`config.mk`:
```
export PLATFORM = sky130hd
export DESIGN_NAME = tpu_layer_dma
export DESIGN_NICKNAME = d
export VERILOG_FILES = /design/src/rtl/tpu_dma_pkg.sv /design/src/rtl/tpu_dma_addr_gen.sv /design/src/rtl/tpu_layer_dma.sv
export SDC_FILE = /design/constraint.sdc
export NUM_CORES = 1
export LEC_CHECK = 0
export ABC_AREA = 1
export CAP_MARGIN = 25
export CELL_PAD_IN_SITES_DETAIL_PLACEMENT = 2
export CELL_PAD_IN_SITES_GLOBAL_PLACEMENT = 2
export CORE_ASPECT_RATIO = 1.5
export CORE_MARGIN = 2
export CORE_UTILIZATION = 28
export DETAILED_ROUTE_END_ITERATION = 16
export PLACE_DENSITY = 0.92
export SETUP_SLACK_MARGIN = 0.2
export SYNTH_ARGS = -nofsm -noshare
export SYNTH_HDL_FRONTEND = slang
export SYNTH_SLANG_ARGS = --single-unit
export TNS_END_PERCENT = 1
```
`constraint.sdc`:
```
create_clock -name clk -period 2.7 [get_ports clk]
set_clock_uncertainty 0.15 [all_clocks]
set_input_delay 0.54 -clock clk [delete_from_list [all_inputs] [get_ports clk]]
set_output_delay 0.54 -clock clk [all_outputs]
set_load 0.02 [all_outputs]
```
`src/rtl/tpu_dma_pkg.sv`:
```
// Shared types and constants for the layer DMA responder: request modes,
// FSM states, per-layer transfer lengths and the length lookup helper.
package tpu_dma_pkg;

  localparam int LEN_W     = 11;
  localparam int LEN_CONV0 = 1176;
  localparam int LEN_CONV1 = 400;
  localparam int LEN_FC0   = 120;
  localparam int LEN_FC1   = 84;

  typedef enum logic [1:0] {
    DMA_NONE = 2'd0,
    DMA_CONV = 2'd1,
    DMA_FC   = 2'd2,
    DMA_ILL  = 2'd3
  } dma_mode_e;

  typedef enum logic [1:0] {
    IDLE  = 2'd0,
    RUN   = 2'd1,
    DRAIN = 2'd2,
    DONE  = 2'd3
  } dma_state_e;

  typedef struct packed {
    logic             legal;
    logic [LEN_W-1:0] len;
  } len_info_t;

  // Words to move for a given mode/layer; any unlisted combination is illegal.
  function automatic len_info_t len_lookup(input dma_mode_e mode, input logic [1:0] nth);
    len_info_t info;
    info.legal = 1'b0;
    info.len   = '0;
    case (mode)
      DMA_CONV: begin
        if (nth == 2'd0) begin
          info.legal = 1'b1;
          info.len   = LEN_W'(LEN_CONV0);
        end else if (nth == 2'd1) begin
          info.legal = 1'b1;
          info.len   = LEN_W'(LEN_CONV1);
        end
      end
      DMA_FC: begin
        if (nth == 2'd0) begin
          info.legal = 1'b1;
          info.len   = LEN_W'(LEN_FC0);
        end else if (nth == 2'd1) begin
          info.legal = 1'b1;
          info.len   = LEN_W'(LEN_FC1);
        end
      end
      default: info.legal = 1'b0;
    endcase
    return info;
  endfunction

endpackage

```
`src/rtl/tpu_dma_addr_gen.sv`:
```
// Read-side address generator: holds the latched transfer length, walks the
// word index from zero and flags the final read so the FSM can drain.
module tpu_dma_addr_gen
  import tpu_dma_pkg::*;
#(
  parameter int ADDR_W = LEN_W
) (
  input  logic              clk,
  input  logic              rst,
  input  logic              load_i,
  input  logic              run_i,
  input  logic [ADDR_W-1:0] len_i,
  output logic              rd_en_o,
  output logic [ADDR_W-1:0] addr_o,
  output logic              last_o
);

  logic [ADDR_W-1:0] idx;
  logic [ADDR_W-1:0] len_q;

  // Latch the length and restart the index on acceptance; step once per read,
  // holding on the last word so the index can never wrap.
  always_ff @(posedge clk) begin
    if (rst) begin
      idx   <= '0;
      len_q <= '0;
    end else if (load_i) begin
      idx   <= '0;
      len_q <= len_i;
    end else if (run_i && !last_o) begin
      idx <= idx + ADDR_W'(1);
    end
  end

  // Read strobe and address are only driven while the transfer is running.
  always_comb begin
    rd_en_o = run_i;
    addr_o  = run_i ? idx : '0;
    last_o  = run_i && (idx == (len_q - ADDR_W'(1)));
  end

endmodule

```
`src/rtl/tpu_layer_dma.sv`:
```
// Layer DMA responder: on a start edge from the layer controller, copies one
// layer's activations from the result SRAM into the next layer's input SRAM
// and pulses dma_done_o for DONE_HOLD cycles.
// Optional build macro TPU_DMA_PERF_CNT_EN adds the perf_cycles_o counter.
module tpu_layer_dma
  import tpu_dma_pkg::*;
#(
  parameter int DATA_W    = 8,
  parameter int ADDR_W    = 11,
  parameter int DONE_HOLD = 2
) (
  input  logic              clk,
  input  logic              rst,
  input  logic [1:0]        start_dma_i,
  input  logic [1:0]        nth_conv_i,
  output logic              dma_done_o,
  output logic              busy_o,
  output logic              err_o,
  output logic              src_rd_en_o,
  output logic [ADDR_W-1:0] src_addr_o,
  input  logic [DATA_W-1:0] src_rdata_i,
  output logic              dst_wr_en_o,
  output logic [ADDR_W-1:0] dst_addr_o,
  output logic [DATA_W-1:0] dst_wdata_o
`ifdef TPU_DMA_PERF_CNT_EN
  ,
  output logic [15:0]       perf_cycles_o
`endif
);

  localparam int HOLD_W = $clog2(DONE_HOLD + 1);

  dma_state_e        state;
  dma_state_e        state_nxt;
  logic              start_prev;
  logic              req_edge;
  len_info_t         req_info;
  logic              accept;
  logic              reject;
  logic              run;
  logic              last_rd;
  logic [HOLD_W-1:0] hold_cnt;
  logic              hold_last;

  assign req_edge  = (start_dma_i != 2'd0) && !start_prev;
  assign req_info  = len_lookup(dma_mode_e'(start_dma_i), nth_conv_i);
  assign accept    = req_edge && (state == IDLE) && req_info.legal;
  assign reject    = req_edge && (state == IDLE) && !req_info.legal;
  assign hold_last = (hold_cnt == HOLD_W'(DONE_HOLD - 1));

  // Remember whether a request was present last cycle so a held level is one request.
  always_ff @(posedge clk) begin
    if (rst) start_prev <= 1'b0;
    else     start_prev <= (start_dma_i != 2'd0);
  end

  // FSM state register.
  always_ff @(posedge clk) begin
    if (rst) state <= IDLE;
    else     state <= state_nxt;
  end

  // Next-state: legal edges start a copy, illegal ones go straight to the done window.
  always_comb begin
    state_nxt = state;
    case (state)
      IDLE: begin
        if (accept)      state_nxt = RUN;
        else if (reject) state_nxt = DONE;
      end
      RUN:     if (last_rd) state_nxt = DRAIN;
      DRAIN:   state_nxt = DONE;
      DONE:    if (hold_last) state_nxt = IDLE;
      default: state_nxt = IDLE;
    endcase
  end

  // FSM outputs: busy for the whole request, done across the hold window.
  always_comb begin
    busy_o     = (state != IDLE);
    dma_done_o = (state == DONE);
    run        = (state == RUN);
  end

  // Count cycles spent in the done window so it lasts exactly DONE_HOLD cycles.
  always_ff @(posedge clk) begin
    if (rst || (state != DONE)) hold_cnt <= '0;
    else                        hold_cnt <= hold_cnt + HOLD_W'(1);
  end

  // Illegal requests leave a sticky error that only reset clears.
  always_ff @(posedge clk) begin
    if (rst)         err_o <= 1'b0;
    else if (reject) err_o <= 1'b1;
  end

  tpu_dma_addr_gen #(
    .ADDR_W (ADDR_W)
  ) u_addr_gen (
    .clk     (clk),
    .rst     (rst),
    .load_i  (accept),
    .run_i   (run),
    .len_i   (ADDR_W'(req_info.len)),
    .rd_en_o (src_rd_en_o),
    .addr_o  (src_addr_o),
    .last_o  (last_rd)
  );

  // Each write trails its read by one cycle, when the SRAM data arrives.
  always_ff @(posedge clk) begin
    if (rst) begin
      dst_wr_en_o <= 1'b0;
      dst_addr_o  <= '0;
    end else begin
      dst_wr_en_o <= src_rd_en_o;
      dst_addr_o  <= src_addr_o;
    end
  end

  assign dst_wdata_o = dst_wr_en_o ? src_rdata_i : '0;

`ifdef TPU_DMA_PERF_CNT_EN
  logic [15:0] run_cnt;
  logic [15:0] run_inc;

  assign run_inc = (run_cnt == 16'hFFFF) ? 16'hFFFF : (run_cnt + 16'd1);

  // Measure acceptance-to-last-write cycles, publishing the total on the drain cycle.
  always_ff @(posedge clk) begin
    if (rst) begin
      run_cnt       <= '0;
      perf_cycles_o <= '0;
    end else if (accept) begin
      run_cnt       <= '0;
      perf_cycles_o <= '0;
    end else if ((state == RUN) || (state == DRAIN)) begin
      run_cnt <= run_inc;
      if (state == DRAIN) perf_cycles_o <= run_inc;
    end
  end
`endif

endmodule

```
# Yosys cells after proc, flatten, opt, wreduce, memory -nomap -nowiden
# Cells that the tools add are included.
# classes
addsub	3
n_eq_ne	12
n_reduce_logical	16
muxes	13
# ops
op	count
$mux 12	4
$pmux 11 s2	1
$add 11x1->11 const B	1
$eq 11x11->1	1
$mux 11	1
$sub 11x1->11 const B	1
$eq 2x1->1 const B	4
$mux 2	4
$mux 8	1
$pmux 2 s4	1
$eq 2x2->1 const B	3
$logic_and 1x1->1	6
$logic_not 2->1	2
$ne 2x1->1 const B	2
$reduce_bool 2->1	2
$logic_not 1->1	3
$ne 3x3->1 const B	1
$reduce_and 3->1	1
$add 2x1->2 const B	1
$ne 2x2->1 const B	1
$pmux 1 s2	1
$reduce_or 2->1	1
$logic_or 1x1->1	1
# totals
in_bits	14
output_inout_bits	35
reg_bits	40

# Longest topological paths before layout
# depth
word_depth	9
depth_mapped	15
mapped_depth_nobuf	15

# By module
# From an unflattened synthesis, not the netlist that was laid out.
# unflattened
cells_unflattened	383
hier_area_um2	2511.2
# modules_own_cells
module	area_per_inst_um2	cells_each	seq_area_each_um2	instances
tpu_dma_addr_gen	1599.0	253	440.4	1
tpu_layer_dma	912.1	130	360.3	1

# Worst setup path before layout
# Ideal clock, no wire load.
# synth_path
path_type	register to output
start	reg state[1]
end	out src_addr_o[0]
stages_incl_launch_ff	7
path_buffers	2
arrival_ns	1.604
setup_slack_ns	0.406
path_cell_list	dfxtp_1 -> inv_1 -> ha_1 -> clkbuf_1 -> clkbuf_1 -> nand2_1 -> inv_1
# synth_between
elab_chain_cells	2
# synth_rtl
item	line	text
start, declared	tpu_layer_dma.sv:33	dma_state_e state;
start signal, assigned	tpu_layer_dma.sv:60	else state <= state_nxt;
$eq 2x1->1	tpu_layer_dma.sv:82	run = (state == RUN);
net src_rd_en_o	tpu_layer_dma.sv:19	output logic src_rd_en_o,
$mux 11	tpu_dma_addr_gen.sv:38	addr_o = run_i ? idx : '0;
end, declared	tpu_layer_dma.sv:20	output logic [ADDR_W-1:0] src_addr_o,
# The timed path passes the listed nets, and every way through them passes these cells.

# Final worst setup path
# layout_path
start	reg state[0]
end	out busy_o
# layout_between
elab_chain_cells	1
# layout_rtl
item	line	text
$reduce_bool 2->1	tpu_layer_dma.sv:80	busy_o = (state != IDLE);
end, declared	tpu_layer_dma.sv:17	output logic busy_o,
# No other way between the ends.

==> flow_summary.json <==
{
  "outcome": "completed",
  "powerDensity_mw_per_mm2": 590,
  "drv_cap": 0,
  "vias": 2043,
  "ys_types": 30,
  "nNetsFinal": 372,
  "ff2ff_setup_slack_ns": 0.41,
  "critPathRequiredTime_ns": 2.01,
  "fin_ws_ns": 0.253,
  "pwr-share-clk": 0.256,
  "initial_utilization": 0.292,
  "io_pins": 49,
  "multiInputGateArea_mm2": 0.00103,
  "total_leakage_power_nw": 1.46,
  "tns_ns": 0,
  "drive_gt1_frac": 0.0865,
  "seqCellArea_um2": 741,
  "synth_edf_count": 0,
  "cp_max_fo": 4,
  "switching_power_uw": 592,
  "critical_path_buf_inv_count": 3,
  "hold_path.startpoint": "hold_cnt[0]",
  "seqPwrFrac": 0.390,
  "whs_ns": 0.288,
  "drv_slew": 0,
  "hpwl_mm": 5.24,
  "antenna_found_initial": 0,
  "power_mw": 1.61,
  "root_buffer": "clkbuf_8",
  "die_area_mm2": 0.00789,
  "reg2reg_depth": 10,
  "syn_avg_cell_area_um2": 6.82,
  "swShare": 0.368,
  "synthesis.area_mm2": 0.00201,
  "drtIter0Drc": 44,
  "avgViaCountPerCell": 4.81,
  "finalHoldViolCount": 0,
  "irDropWorstVdd_mv": 0.290,
  "clkSinkCount": 37,
  "die_x_um": 73.2,
  "clkTransAtPathRegs_ns": 0.07,
  "core_area_mm2": 0.00690,
  "hp-class": "flop to flop",
  "setup_viol": 0,
  "syn_to_final_growth_pct": 35.2,
  "synthArstFlopShare": 0,
  "gp_congestion": 0.733,
  "syn-num-nets": 320,
  "max_slew_margin": 0.735,
  "io_buffers": 48,
  "combPwrFrac": 0.354,
  "clk_path_buf_depth": 2,
  "grt_usage": 0.184,
  "cp_top_family": "buffers and inverters",
  "row_count": 37,
  "timing.final.crit_share": 0.906,
  "arrival_ns": 1.76,
  "cts_buffers": 5,
  "slowest_delay_ns": 0.63,
  "drtPass1Iterations": 4,
  "fmax_mhz": 409,
  "synth_cells": 295,
  "p_int_mw": 1.01,
  "rsz0062_at_grt": "true",
  "startpoint_type": "flop",
  "wl_per_cell_um": 15.8,
  "cp-end-kind": "output port",
  "grt_first_pass_wirelength_mm": 11.2,
  "ant_nets": 0,
  "worst_pin_slew_ns": 0.394,
  "clk-insertion-delay-late_ns": 0.29,
  "path_class": "flop to output port",
  "die_h_um": 108,
  "gr-total-overflow": 0,
  "path_cells": "inv_1, ha_1, inv_1, clkdlybuf4s50_1",
  "seq_area_frac_synth": 0.368,
  "preCtsSetupSlack_ns": 0.0112,
  "path_common_cell": "inv_1",
  "grt_pass1_vias": 2331,
  "min_path_cells": 1,
  "fillers": 813,
  "cts_tree": "built",
  "totalWireLength_mm": 6.70,
  "h-tree-depth": 2,
  "period_needed_ns": 2.45,
  "ys_ff_latch": 37,
  "synth_ff_type": "dfxtp_1",
  "drcViolationCount": 0,
  "n_antenna_cell": 0,
  "cts.hold.buffers_added": 0,
  "grt_max_degree": 21,
  "reg2reg_to": "u_addr_gen.idx[0]",
  "crit_slowest_cell": "clkdlybuf4s50_1",
  "final_core_util": 0.394,
  "r2r_start": "u_addr_gen.idx[0]",
  "yosys_warnings": 0,
  "hold_end": "hold_cnt[0]"
}
-- worst max path at each step --
| stage | startpoint | endpoint | slack (ns) | cells after the start |
|---|---|---|---|---|
| 2_1_floorplan | state[1] | src_addr_o[0] | 0.41 | 6 |
| 3_3_place_gp | start_dma_i[0] | state[1] | 0.21 | 10 |
| 3_5_place_dp | start_dma_i[0] | u_addr_gen.len_q[7] | 0.01 | 10 |
| 4_1_cts | state[1] | src_addr_o[6] | 0.01 | 6 |
| 5_1_grt | state[0] | busy_o | 0.18 | 4 |
| 6_report | state[0] | busy_o | 0.25 | 4 |
-- synth_stat cells (2+ instances only) --
| cell type | instances | area, µm² |
|---|---|---|
| nor2_1 | 35 | 131 |
| xor2_1 | 8 | 70.1 |
| a21oi_1 | 10 | 50.1 |
| and2_1 | 2 | 12.5 |
| nor3_1 | 9 | 45.0 |
| nor2_2 | 4 | 25.0 |
| o21ai_1 | 3 | 15.0 |
| dfxtp_1 | 37 | 741 |
| nand2_1 | 73 | 274 |
| inv_2 | 6 | 22.5 |
| o22ai_1 | 5 | 31.3 |
| ha_1 | 11 | 138 |
| o21ai_0 | 4 | 20.0 |
| inv_1 | 47 | 176 |
| clkbuf_1 | 5 | 18.8 |
| xnor2_1 | 2 | 17.5 |
| buf_4 | 2 | 15.0 |
| nand3_1 | 20 | 100 |
-- layout make-up --
| class | count | share of cell area |
|---|---|---|
| Sequential cell | 37 | 0.272 |
| Inverter | 54 | 0.0745 |
| Multi-Input combinational cell | 195 | 0.377 |
| Tap cell | 78 | 0.0359 |
| Timing Repair Buffer | 54 | 0.207 |
| Clock inverter | 1 | 0.00276 |
| Clock buffer | 6 | 0.0304 |
-- per-layer routing --
metal	wire length, µm	global-route usage	up-vias	share of wire
met5	0	0	-	0
met4	112	0.0476	0	0.017
met3	158	0.0262	9	0.024
met2	3920	0.375	32	0.59
met1	2510	0.185	1000	0.37
li1	-	-	1002	-
-- per-stage QoR --
stage | cells | area [µm²]
5_1_grt | 425 | 2720
4_1_cts | 425 | 2690
3_5_place_dp | 418 | 2600
6_report | 425 | 2720
2_1_floorplan | 295 | 2010
3_3_place_gp | 418 | 2600
-- state kept, by name, indices dropped and copies added (netlist names) --
name and cells:
u_addr_gen.len_q 8, u_addr_gen.idx 11, dst_addr_o 11, start_prev 1
err_o 1, hold_cnt 2, dst_wr_en_o 1, state 2
-- kinds of logic after synthesis --
logic type	share of synthesized area
buffers and inverters	0.126
xor gates and xnor gates	0.0435
AOI/OAI and AO/OA	0.0703
and+or+nand+nor	0.318
muxes	0.00560
DFF	0.368
adders and majority gates	0.0684
-- repair_timing --
| item | CTS | global route |
|---|---|---|
| setup endpoints to repair | 11 | 27 |
| resized for setup | 1 | 13 |
| buffers inserted | 0 | 0 |
-- power groups by stage --
stage	Sequential [mW]	Clock [mW]	Combinational [mW]
after CTS	0.628	0.424	0.574
after global placement	0.637	0	0.536
final	0.627	0.411	0.568
after global routing	0.633	0.440	0.632
after floorplan	0.631	0	0.340
after detailed placement	0.642	0	0.571
-- layout by cell type (no fill, tap or decap), drive strengths merged, types with 9 or more instances in the layout --
cell           netlist  routed
ha                  11      11
nand3               22      22
dlymetal6s2s         0      10
clkdlybuf4s50        0      37
dfxtp               37      37
inv                 53      53
nor2                39      39
nand2               74      74
nor3                 9       9
a21oi               11      11
No activity file was read; power rests on OpenSTA's default activity.
